===== config.mk =====
export PLATFORM = sky130hd
export DESIGN_NAME = func_issuer_flat
export DESIGN_NICKNAME = d
export VERILOG_FILES = /design/src/rtl/func_issuer_if.sv /design/src/rtl/func_issuer.sv /design/src/flat_wrapper.sv
export SDC_FILE = /design/constraint.sdc
export NUM_CORES = 1
export LEC_CHECK = 0
export CORE_AREA = 2 2 152 154
export CTS_BUF_LIST = sky130_fd_sc_hd__clkbuf_8
export DETAILED_ROUTE_END_ITERATION = 10
export DIE_AREA = 0 0 154 156
export GPL_TIMING_DRIVEN = 0
export HOLD_SLACK_MARGIN = 0.02
export PLACE_DENSITY = 0.74
export RECOVER_POWER = 50
export SLEW_MARGIN = 25
export SYNTH_ARGS = -nofsm -noshare
export SYNTH_HDL_FRONTEND = slang
export SYNTH_SLANG_ARGS = --single-unit

===== constraint.sdc =====
create_clock -name clk -period 3.94 [get_ports clk]
set_input_delay 0.788 -clock clk [delete_from_list [all_inputs] [get_ports clk]]
set_output_delay 0.788 -clock clk [all_outputs]
set_load 0.01 [all_outputs]

===== src/rtl/func_issuer_if.sv =====
// Bundle of the instruction-buffer write port, issue handshake and status
// flags shared between the func_issuer and whatever feeds/consumes it.
interface func_issuer_if #(
    parameter int DEPTH = 8
);
    logic                     wr_en;
    logic [24:0]              wr_func;
    logic                     start;
    logic                     done;
    logic                     clr_err;
    logic [24:0]              func;
    logic                     new_func;
    logic                     busy;
    logic                     full;
    logic                     empty;
    logic [$clog2(DEPTH):0]   level;
    logic [7:0]               issued_cnt;
    logic                     error;
    logic                     overflow;

    modport master (
        output wr_en, wr_func, start, done, clr_err,
        input  func, new_func, busy, full, empty, level, issued_cnt, error, overflow
    );

    modport slave (
        input  wr_en, wr_func, start, done, clr_err,
        output func, new_func, busy, full, empty, level, issued_cnt, error, overflow
    );
endinterface


===== src/rtl/func_issuer.sv =====
// Buffers instruction words in a FIFO and issues them one at a time to a
// control unit, waiting for a done pulse (with timeout) before the next one.
module func_issuer #(
    parameter int DEPTH   = 8,
    parameter int TIMEOUT = 15
) (
    input  logic          clk,
    input  logic          reset,
    func_issuer_if.slave  bus
);
    localparam int AW = $clog2(DEPTH);
    localparam int LW = AW + 1;
    localparam int TW = $clog2(TIMEOUT + 1);

    typedef enum logic [1:0] {IDLE, ISSUE, WAIT, ERROR} state_t;

    state_t          state;
    logic [24:0]     mem [DEPTH];
    logic [AW-1:0]   wr_ptr;
    logic [AW-1:0]   rd_ptr;
    logic [LW-1:0]   cnt;
    logic [TW-1:0]   timer;
    logic [24:0]     func_r;
    logic            new_func_r;
    logic            busy_r;
    logic [7:0]      issued_r;
    logic            error_r;
    logic            overflow_r;

    logic            full_w;
    logic            empty_w;
    logic            push;
    logic            pop;

    assign full_w  = (cnt == LW'(DEPTH));
    assign empty_w = (cnt == '0);
    // Fullness is judged before any same-cycle pop, so a full buffer drops the write.
    assign push    = bus.wr_en && !full_w;
    assign pop     = (state == WAIT) && bus.done;

    always_ff @(posedge clk) begin
        if (push) begin
            mem[wr_ptr] <= bus.wr_func;
        end
    end

    always_ff @(posedge clk or posedge reset) begin
        if (reset) begin
            state      <= IDLE;
            wr_ptr     <= '0;
            rd_ptr     <= '0;
            cnt        <= '0;
            timer      <= '0;
            func_r     <= '0;
            new_func_r <= 1'b0;
            busy_r     <= 1'b0;
            issued_r   <= '0;
            error_r    <= 1'b0;
            overflow_r <= 1'b0;
        end else begin
            new_func_r <= 1'b0;

            if (push) begin
                wr_ptr <= wr_ptr + 1'b1;
            end
            if (pop) begin
                rd_ptr   <= rd_ptr + 1'b1;
                issued_r <= issued_r + 1'b1;
            end
            unique case ({push, pop})
                2'b10:   cnt <= cnt + 1'b1;
                2'b01:   cnt <= cnt - 1'b1;
                default: cnt <= cnt;
            endcase

            if (bus.clr_err) begin
                overflow_r <= 1'b0;
            end
            if (bus.wr_en && full_w) begin
                overflow_r <= 1'b1;
            end

            unique case (state)
                IDLE: begin
                    if (bus.start && !empty_w) begin
                        state  <= ISSUE;
                        busy_r <= 1'b1;
                    end
                end
                ISSUE: begin
                    func_r     <= mem[rd_ptr];
                    new_func_r <= 1'b1;
                    timer      <= '0;
                    state      <= WAIT;
                end
                WAIT: begin
                    // done takes priority over a timeout landing in the same cycle
                    if (bus.done) begin
                        if (bus.start && ((cnt > LW'(1)) || push)) begin
                            state <= ISSUE;
                        end else begin
                            state  <= IDLE;
                            busy_r <= 1'b0;
                        end
                    end else if (timer == TW'(TIMEOUT - 1)) begin
                        state   <= ERROR;
                        error_r <= 1'b1;
                    end else begin
                        timer <= timer + 1'b1;
                    end
                end
                ERROR: begin
                    if (bus.clr_err) begin
                        state   <= IDLE;
                        busy_r  <= 1'b0;
                        error_r <= 1'b0;
                    end
                end
                default: begin
                    state  <= IDLE;
                    busy_r <= 1'b0;
                end
            endcase
        end
    end

    assign bus.func       = func_r;
    assign bus.new_func   = new_func_r;
    assign bus.busy       = busy_r;
    assign bus.full       = full_w;
    assign bus.empty      = empty_w;
    assign bus.level      = cnt;
    assign bus.issued_cnt = issued_r;
    assign bus.error      = error_r;
    assign bus.overflow   = overflow_r;
endmodule


===== src/flat_wrapper.sv =====
// flat-port wrapper written by rule: the top's interface ports become plain ports
module func_issuer_flat 
#(
    parameter int DEPTH   = 8,
    parameter int TIMEOUT = 15
)
  (clk, reset, bus_wr_en, bus_wr_func, bus_start, bus_done, bus_clr_err, bus_func, bus_new_func, bus_busy, bus_full, bus_empty, bus_level, bus_issued_cnt, bus_error, bus_overflow);
  func_issuer_if #(.DEPTH(DEPTH)) bus_i ();
  input  logic clk;
  input  logic reset;
  input wire logic [$bits(bus_i.wr_en)-1:0] bus_wr_en;
  input wire logic [$bits(bus_i.wr_func)-1:0] bus_wr_func;
  input wire logic [$bits(bus_i.start)-1:0] bus_start;
  input wire logic [$bits(bus_i.done)-1:0] bus_done;
  input wire logic [$bits(bus_i.clr_err)-1:0] bus_clr_err;
  output wire logic [$bits(bus_i.func)-1:0] bus_func;
  output wire logic [$bits(bus_i.new_func)-1:0] bus_new_func;
  output wire logic [$bits(bus_i.busy)-1:0] bus_busy;
  output wire logic [$bits(bus_i.full)-1:0] bus_full;
  output wire logic [$bits(bus_i.empty)-1:0] bus_empty;
  output wire logic [$bits(bus_i.level)-1:0] bus_level;
  output wire logic [$bits(bus_i.issued_cnt)-1:0] bus_issued_cnt;
  output wire logic [$bits(bus_i.error)-1:0] bus_error;
  output wire logic [$bits(bus_i.overflow)-1:0] bus_overflow;
  assign bus_i.wr_en = bus_wr_en;
  assign bus_i.wr_func = bus_wr_func;
  assign bus_i.start = bus_start;
  assign bus_i.done = bus_done;
  assign bus_i.clr_err = bus_clr_err;
  assign bus_func = bus_i.func;
  assign bus_new_func = bus_i.new_func;
  assign bus_busy = bus_i.busy;
  assign bus_full = bus_i.full;
  assign bus_empty = bus_i.empty;
  assign bus_level = bus_i.level;
  assign bus_issued_cnt = bus_i.issued_cnt;
  assign bus_error = bus_i.error;
  assign bus_overflow = bus_i.overflow;
  func_issuer #(.DEPTH(DEPTH), .TIMEOUT(TIMEOUT)) u_core (.clk(clk), .reset(reset), .bus(bus_i));
endmodule

==> flow_summary.json <==
{
  "synthTopCellsByArea": "edfxtp_1, dfrtp_1, mux4_2",
  "die_y_um": 156,
  "async_flop_share_pct": 20.9,
  "drtPass1Iterations": 8,
  "max_freq_mhz": 323,
  "cts_setup_buffers": 0,
  "finalMaxSlewViolations": 0,
  "fin_ws_ns": 0.847,
  "rsz0062_at_grt": "false",
  "tightestPinTransition_ns": 0.820,
  "maxCapViolCount": 0,
  "skew_ns": 0.0226,
  "worstSetupPathType": "reg -> reg",
  "synth_ff_type": "edfxtp_1",
  "grt_antenna_before_repair": 2,
  "fin_area_mm2": 0.0120,
  "track_usage_pct": 17.2,
  "violations": "DRC",
  "crit_arrival_ns": 3.32,
  "core_mm2": 0.0224,
  "start_kind": "register",
  "synth.cell_area_mm2": 0.00986,
  "vias": 5231,
  "post-route-period-util_pct": 78.5,
  "grt_pass1_vias": 5403,
  "hold_ws_ns": 0.486,
  "gp_congestion": 0.763,
  "synth_cells": 520,
  "wire_per_inst_um": 20.8,
  "die_area_mm2": 0.0240,
  "wirelength_mm": 20.1,
  "timing.final.hold_violations": 0,
  "syn2layout_area_growth_pct": 22.1,
  "hp-class": "reg -> reg",
  "powerDensity_mw_per_mm2": 719,
  "ys_types": 41,
  "grt_max_degree": 45,
  "dp_slack_ns": 0.481,
  "via_per_inst": 5.41,
  "syn-num-nets": 565,
  "cts_resized": 0,
  "postLayoutCoreUtil_pct": 53.8,
  "core.rowCount": 55,
  "slew_headroom_pct": 45.0,
  "cts_htree_levels": 2,
  "avgSynthCellArea_um2": 19.0,
  "cts.sinks": 253,
  "worst_ep_required_time_ns": 4.17,
  "hold_buffers": 0,
  "fillers": 1680,
  "outcome": "finished, violations left",
  "synth-warning-count": 0,
  "clockRootBuffer": "clkbuf_8",
  "grt_pass1_wl_mm": 31.0,
  "path_clk_slew_ns": 0.06,
  "p_leak_nw": 4.29,
  "final_antenna_net_count": 0,
  "synth_edf_count": 200,
  "cts_tree": "done",
  "yosysSeqAreaShare_pct": 74.4,
  "crit_fanout": 8,
  "synth-seq-cells": 253,
  "ys_top_cells_by_count": "edfxtp_1, dfrtp_1, mux4_2",
  "clkLatencyLatePin_ns": 0.54,
  "dp_hpwl_mm": 12.8,
  "yosysMostFrequentCell": "edfxtp_1",
  "placed_cell_area_mm2": 0.0113,
  "setup_viol": 0,
  "cp-end-kind": "register",
  "fin_nets": 694,
  "cts_made_buffers": 41,
  "clockBufferDepth": 3,
  "vdd_ir_drop_max_v": 0.000249,
  "io_pins": 74,
  "synth.top_cell.area_share_pct": 60.9,
  "layout_min_cycle_time_ns": 3.09,
  "start_util_pct": 44.1,
  "drt_iter0_markers": 394,
  "die_x_um": 154,
  "drc_errors": 2,
  "drive_gt1_share_pct": 20.9,
  "synth.largest_area_cell": "edfxtp_1",
  "io_buffers": 73,
  "grt-ovfl-total": 0
}
==> final cells by class <==
class	instances	area [µm²]	area share, %
plain buffers	21	134	1.11
inverters	12	46.3	0.385
clock buffers	46	633	5.26
multi-input cells	234	2400	19.9
well taps	285	357	2.96
diodes	1	2.50	0.0208
flip-flops and latches	253	7330	60.9
repair buffers	86	983	8.17
clock inverters	29	149	1.24
==> worst max-delay path: stages, from the launching register on <==
cell and delay (ns):
dfrtp_1 0.46, inv_1 0.11, ha_1 0.21, nand3b_1 0.09, and2_0 0.31, nand2_1 0.30, nor3_2 0.70, buf_6 0.25
buf_6 0.17, buf_4 0.19
==> metrics by stage <==
stage	cells	TNS, ns	power, mW
after global placement	878	-108.32	6.39
final	967	0	8.65
after floorplan	520	0	5.46
after global routing	966	0	9.09
after detailed placement	891	0	6.61
after CTS	966	0	8.74
==> sequential cells by signal, summed over array words and instances (netlist names) <==
signal                 flops
u_core.bus.busy            1
u_core.mem               200
u_core.bus.overflow        1
u_core.bus.func           25
u_core.state               2
u_core.wr_ptr              3
u_core.timer               4
u_core.rd_ptr              3
u_core.bus.level           4
u_core.bus.new_func        1
u_core.bus.issued_cnt      8
u_core.bus.error           1
==> worst paths after layout <==
path / start / to / slack (ns) / depth (start not counted)
max in group asynchronous: reset / u_core.bus.func[21] / 2.55 / 3
worst max register to register: u_core.bus.level[0] / u_core.mem[1][21] / 0.85 / 9
worst min register to register: u_core.bus.issued_cnt[7] / u_core.bus.issued_cnt[7] / 0.49 / 1
min in group asynchronous: reset / u_core.bus.func[5] / 0.77 / 2
worst min-delay path: u_core.bus.issued_cnt[7] / u_core.bus.issued_cnt[7] / 0.49 / 1
worst max-delay path: u_core.bus.level[0] / u_core.mem[1][21] / 0.85 / 9
==> where the power goes <==
group	internal [mW]	switching, mW	total, mW
sequential	3.43	0.271	3.70
clock	1.14	0.989	2.13
combinational	1.38	1.44	2.82
total	5.95	2.70	8.65
==> cell families after synthesis <==
group	share of synthesized area, %
fa+ha+maj	1.78
flops	74.4
simple gates	4.11
mux	14.1
compound gates	2.54
buf+inv	1.81
xor+xnor	1.33
==> placed cells by master (no fill, tap or decap), types with 14 or more instances in the layout <==
| master | synthesis | final |
|---|---|---|
| a21oi_1 | 28 | 28 |
| dlygate4sd3_1 | 0 | 26 |
| mux2i_1 | 26 | 26 |
| edfxtp_1 | 200 | 200 |
| nor2_1 | 37 | 31 |
| mux4_2 | 50 | 50 |
| clkbuf_8 | 0 | 46 |
| ha_1 | 14 | 14 |
| nand2_1 | 19 | 21 |
| clkdlybuf4s50_1 | 0 | 47 |
| inv_1 | 11 | 25 |
| dfrtp_1 | 53 | 53 |
==> routing by layer <==
layer  GRT usage [%]  wire length, µm
met5               0               13
met4            6.63              494
met3            3.50             1290
met2            28.7             9940
met1            22.4             8350
Note: power is estimated with default switching activity, not from simulation.
==> variant 1 (same settings) <==
`DEPTH` is set to 8 in 3 places; all go to 4.
--- a/src/rtl/func_issuer_if.sv
+++ b/src/rtl/func_issuer_if.sv
@@ -2,5 +2,5 @@
 // flags shared between the func_issuer and whatever feeds/consumes it.
 interface func_issuer_if #(
-    parameter int DEPTH = 8
+    parameter int DEPTH = 4
 );
     logic                     wr_en;
--- a/src/rtl/func_issuer.sv
+++ b/src/rtl/func_issuer.sv
@@ -2,5 +2,5 @@
 // control unit, waiting for a done pulse (with timeout) before the next one.
 module func_issuer #(
-    parameter int DEPTH   = 8,
+    parameter int DEPTH   = 4,
     parameter int TIMEOUT = 15
 ) (
--- a/src/flat_wrapper.sv
+++ b/src/flat_wrapper.sv
@@ -2,5 +2,5 @@
 module func_issuer_flat 
 #(
-    parameter int DEPTH   = 8,
+    parameter int DEPTH   = 4,
     parameter int TIMEOUT = 15
 )
Interface: changed (resized bus_level); port bits go from 74 to 73. The function was not compared with the original's and may differ.
==> variant 1 against the original RTL <==
Combinational power shrank 26%. Total power shrank 34%. Routed wire length shrank 39%. Setup slack gained 0.40 ns. Area after synthesis shrank 39%. Cell area shrank 37%. First-iteration DRC count shrank 66%. Via count shrank 41%. Sequential cell count shrank 103. Count of clock-buffer cells in the layout shrank 28. Worst hold slack gained 0.0058 ns. Core utilization shrank 20 points. Clock power shrank 39%.
==> variant 1: results <==
{
  "antenna_violations_before_repair": 1,
  "post_cts.repair.setup_buffers": 0,
  "hold_path.class": "reg -> reg",
  "post-dp-hpwl_um": 8020,
  "synth_enable_flop_cells": 100,
  "wire_length_of_the_first_global_routing_pass_um": 19000,
  "largest_register_ff_count": 100,
  "holdWs_ns": 0.492,
  "cts.path.max_buffers": 2,
  "r2r.worst_path.cells": 7,
  "r2r_setup_slack_ns": 1.35,
  "cts-buffers-inserted": 17,
  "drive_gt1_share_pct": 21.0,
  "worst_skew_pair.late_latency_ns": 0.44,
  "worstSetupEndpointType": "primary output",
  "drt-initial-drc-count": 132,
  "dr.pass1.iters": 4,
  "place.gp.congestion": 0.799,
  "yosysWarningCount": 0,
  "run_status": "completed",
  "htree_levels": 4,
  "max_stage_delay_ns": 0.56,
  "tightestPinTransition_ns": 0.906,
  "timing.clock.skew_ns": 0.0143,
  "ys_seq_area_share_pct": 71.0,
  "worstPathMaxFanout": 6,
  "leakagePower_nw": 2.83,
  "timing.critical_path.max_delay_family": "buffers and inverters",
  "final_nets": 457,
  "syn_nets": 361,
  "r2r_end": "u_core.timer[0]$_DFFE_PP0P_",
  "async_reset_ff_share_pct": 33.3,
  "critPathCapture": "bus_empty",
  "vias_per_cell": 4.35,
  "vdd_drop_max_mv": 0.264,
  "yosys-top-cells-count": "100 x edfxtp_1, 50 x dfrtp_1, 18 x mux2_4, 18 x mux4_2, 16 x ha_1",
  "port_buffers": 72,
  "root_buffer": "clkbuf_8",
  "worstHoldStart": "u_core.timer[3]$_DFFE_PP0P_",
  "synth_cell_type_count": 32,
  "crit_path_start": "u_core.bus.level[0]$_DFFE_PP0P_",
  "grtUsageTotal_pct": 10.7,
  "critical_path.reg2reg.startpoint": "u_core.state[1]$_DFFE_PP0P_",
  "antenna_cells_inserted": 0,
  "cp_max_delay_cell": "clkdlybuf4s50_1",
  "vias_in_the_first_global_route": 3403,
  "clkTransAtPathRegs_ns": 0.09,
  "routed_wl_um": 12200,
  "cp.arrival_ns": 1.90,
  "synth.area.top_cells": "edfxtp_1 50%, dfrtp_1 21%, mux4_2 6.8%, mux2_4 4.5%, ha_1 3.3%",
  "grt_start_max_net_pins": 40,
  "top_register": "u_core.mem"
}
## variant 1: changes by cell type in the layout (fill, tap and decap cells not counted), sizes merged, moves of 16 or more
cell	change
a21oi	-27
buf	-16
clkbuf	-31
edfxtp	-100
mux2	+25
mux2i	-23
mux4	-25
nor2	-33
## variant 1: logic make-up (layout without fill, tap and decap cells)
| kind of cell | after synthesis | count (layout) | share of synthesized area (%) |
|---|---|---|---|
| buffers and inverters | 23 | 132 | 2.21 |
| adder cells (fa/ha/maj) | 16 | 16 | 3.34 |
| flip-flops | 150 | 150 | 71.0 |
| XOR/XNOR | 13 | 13 | 1.90 |
| multiplexers | 53 | 53 | 16.2 |
| AO/OA/AOI/OAI | 16 | 16 | 1.84 |
| AND/OR/NAND/NOR | 43 | 43 | 3.55 |
## variant 1: power by group
group          internal, mW  total, mW  switching [mW]
registers              2.15       2.37           0.222
clock network         0.666       1.30           0.631
logic                  1.17       2.09           0.920
## variant 1: layout make-up
| cell class | count | area (µm²) |
|---|---|---|
| Buffer | 10 | 81.3 |
| Clock buffer | 18 | 248 |
| Clock inverter | 14 | 188 |
| Fill cell | 2088 | 14700 |
| Inverter | 13 | 50.0 |
| Multi-Input combinational cell | 141 | 1610 |
| Sequential cell | 150 | 4250 |
| Tap cell | 285 | 357 |
| Timing Repair Buffer | 77 | 858 |
## variant 1: worst reg2reg max path: stages (launching register included)
cell and delay, ns:
dfrtp_1 0.43, inv_1 0.12, ha_1 0.18, clkbuf_1 0.47, clkbuf_1 0.74, nand2_1 0.27, nand3_1 0.16, o21ai_0 0.10
## variant 1: how the worst min path moves through the flow
stage | to | cells past startpoint
floorplan | u_core.timer[3]$_DFFE_PP0P_ | 1
global placement | u_core.bus.issued_cnt[7]$_DFFE_PP0N_ | 1
detailed placement | u_core.timer[3]$_DFFE_PP0P_ | 1
CTS | u_core.timer[3]$_DFFE_PP0P_ | 1
global route | u_core.bus.issued_cnt[6]$_DFFE_PP0N_ | 1
finish | u_core.timer[3]$_DFFE_PP0P_ | 1
## variant 1: metrics by stage
stage	total power [mW]	setup WS, ns	instance area [µm²]	instances
after global placement	4.36	0.596	7070	671
after floorplan	3.64	1.63	5990	314
after CTS	5.87	1.21	7650	708
after detailed placement	4.55	1.14	7210	676
final	5.75	1.25	7640	708
after global routing	6.09	1.11	7640	708
## variant 1: metal layers
layer  track usage (%)  vias up  part of all wire (%)
li1                  -     1393                     -
met1              12.7     1611                    44
met2              18.7       67                    53
met3              2.61        8                   2.7
met4              4.05        2                  0.42
met5                 0        -                  0.11
==> variant 2 (same settings) <==
Made on the original files. Re-encode `state_t` (4 states) as one-hot, 4 bits wide.
--- a/src/rtl/func_issuer.sv
+++ b/src/rtl/func_issuer.sv
@@ -13,5 +13,5 @@
     localparam int TW = $clog2(TIMEOUT + 1);
 
-    typedef enum logic [1:0] {IDLE, ISSUE, WAIT, ERROR} state_t;
+    typedef enum logic [3:0] {IDLE = 4'b0001, ISSUE = 4'b0010, WAIT = 4'b0100, ERROR = 4'b1000} state_t;
 
     state_t          state;
Check against the original RTL: same outputs for any inputs over 4 cycles, from zero or initial values and one cycle with reset high; so few cycles prove little.
==> variant 2 against the original RTL <==
Area after synthesis grew 0.47%. Total power decreased by 6.2%. Clock skew down 0.0070 ns. Routed wire length is 0.96% lower. Core utilization hardly changed. Setup slack worse by 0.0051 ns. Largest power group unchanged. Highest routed layer unchanged. Cell area about the same. Sequential cell count rose by 2.
==> variant 2: results <==
{
  "fillerInstances": 1720,
  "dp.cells": 896,
  "synthXorXnorAreaFrac_pct": 1.50,
  "r2r_end": "u_core.mem[1][16]$_DFFE_PP_",
  "worstPathMaxFanout": 6,
  "cp.arrival_ns": 2.31,
  "vdd_drop_max_mv": 0.287,
  "routedWlPerCell_um": 20.5,
  "r2r_setup_slack_ns": 1.14,
  "timing.critical_path.max_delay_family": "buffers and inverters",
  "drt-initial-drc-count": 409,
  "synth.area.top_cells": "edfxtp_1 61%, dfrtp_1 14%, mux4_2 11%, mux2i_1 2.7%, nor2_1 1.4%",
  "antenna_cells_inserted": 0,
  "leakagePower_nw": 4.15,
  "max_stage_delay_ns": 0.62,
  "cp_max_delay_cell": "clkdlybuf4s50_1",
  "tightestPinTransition_ns": 0.938,
  "place.gp.congestion": 0.785,
  "antenna_violations_before_repair": 3,
  "synth_compound_area_share_pct": 2.25,
  "grtUsageTotal_pct": 17.0,
  "run_status": "completed",
  "holdWs_ns": 0.469,
  "post-dp-hpwl_um": 12900,
  "worstHoldStart": "u_core.bus.issued_cnt[7]$_DFFE_PP0N_",
  "worstHoldEndpoint": "u_core.bus.issued_cnt[7]$_DFFE_PP0N_",
  "synthAdderAreaFrac_pct": 1.26,
  "grt_start_max_net_pins": 45,
  "ys_seq_area_share_pct": 74.5,
  "async_reset_ff_share_pct": 21.6,
  "vias_per_cell": 5.39,
  "synthesis.area_per_instance_um2": 18.9,
  "vias_in_the_first_global_route": 5416,
  "vias": 5235,
  "wire_length_of_the_first_global_routing_pass_um": 30900,
  "drive_gt1_share_pct": 20.1,
  "timing.clock.skew_ns": 0.0156,
  "final_nets": 695,
  "r2r.worst_path.cells": 8,
  "dr.pass1.iters": 5,
  "syn_nets": 566,
  "share_of_cell_area_taken_by_muxes_after_synthesis_pct": 14.1
}
-- variant 2: power breakdown --
group	total (mW)	internal (mW)	leakage, nW	switching, mW
Sequential	3.67	3.43	2.48	0.244
Clock	2.15	1.15	0.462	1.01
Combinational	2.29	1.13	1.21	1.16
Total	8.12	5.71	4.15	2.41
-- variant 2: worst register-to-register path: cells and delay by family (launching register included) --
family                     cells  cell delay (ns)
DFF                            1             0.45
adders and majority gates      1             0.23
buffers and inverters          3             0.57
and+or+nand+nor                4             1.27
-- variant 2: layout make-up --
cell class                 instances  area share (%)
sequential                       255            61.3
multi-input combinational        236            20.1
timing repair buffer              86            7.85
clock buffer                      46            5.26
tap                              285            2.96
clock inverter                    30            1.32
buffer                            24           0.883
inverter                          10           0.322
-- variant 2: kinds of logic after synthesis --
kind of cell	after synthesis
AO/OA/AOI/OAI	39
multiplexers	77
flip-flops	255
AND/OR/NAND/NOR	93
XOR/XNOR	17
buffers and inverters	34
adder cells (fa/ha/maj)	10
-- variant 2: metal layers --
metal | up-vias | track usage, % | share of wire (%)
met3 | 42 | 3.86 | 7.0
li1 | 2313 | - | -
met5 | - | 0 | 0.17
met2 | 202 | 27.8 | 49
met1 | 2672 | 22.9 | 41
met4 | 6 | 5.61 | 2.1
-- variant 2: through the flow --
step	TNS (ns)	area, µm²	setup WS, ns
finish	0	12000	0.842
global route	0	12000	0.786
CTS	0	12100	0.866
detailed placement	0	11300	0.794
global placement	-114.39	11000	-1.57
floorplan	0	9910	0.585
-- variant 2: worst max-delay path by stage --
| stage | endpoint | slack (ns) | cells after the start | startpoint |
|---|---|---|---|---|
| floorplan | u_core.mem[0][0]$_DFFE_PP_ | 0.58 | 6 | u_core.bus.level[0]$_DFFE_PP0P_ |
| global placement | u_core.mem[0][21]$_DFFE_PP_ | -1.57 | 4 | bus_wr_en |
| detailed placement | u_core.mem[1][22]$_DFFE_PP_ | 0.79 | 6 | bus_wr_en |
| CTS | bus_empty | 0.87 | 4 | u_core.bus.level[0]$_DFFE_PP0P_ |
| global route | bus_empty | 0.79 | 4 | u_core.bus.level[0]$_DFFE_PP0P_ |
| finish | bus_empty | 0.84 | 4 | u_core.bus.level[0]$_DFFE_PP0P_ |
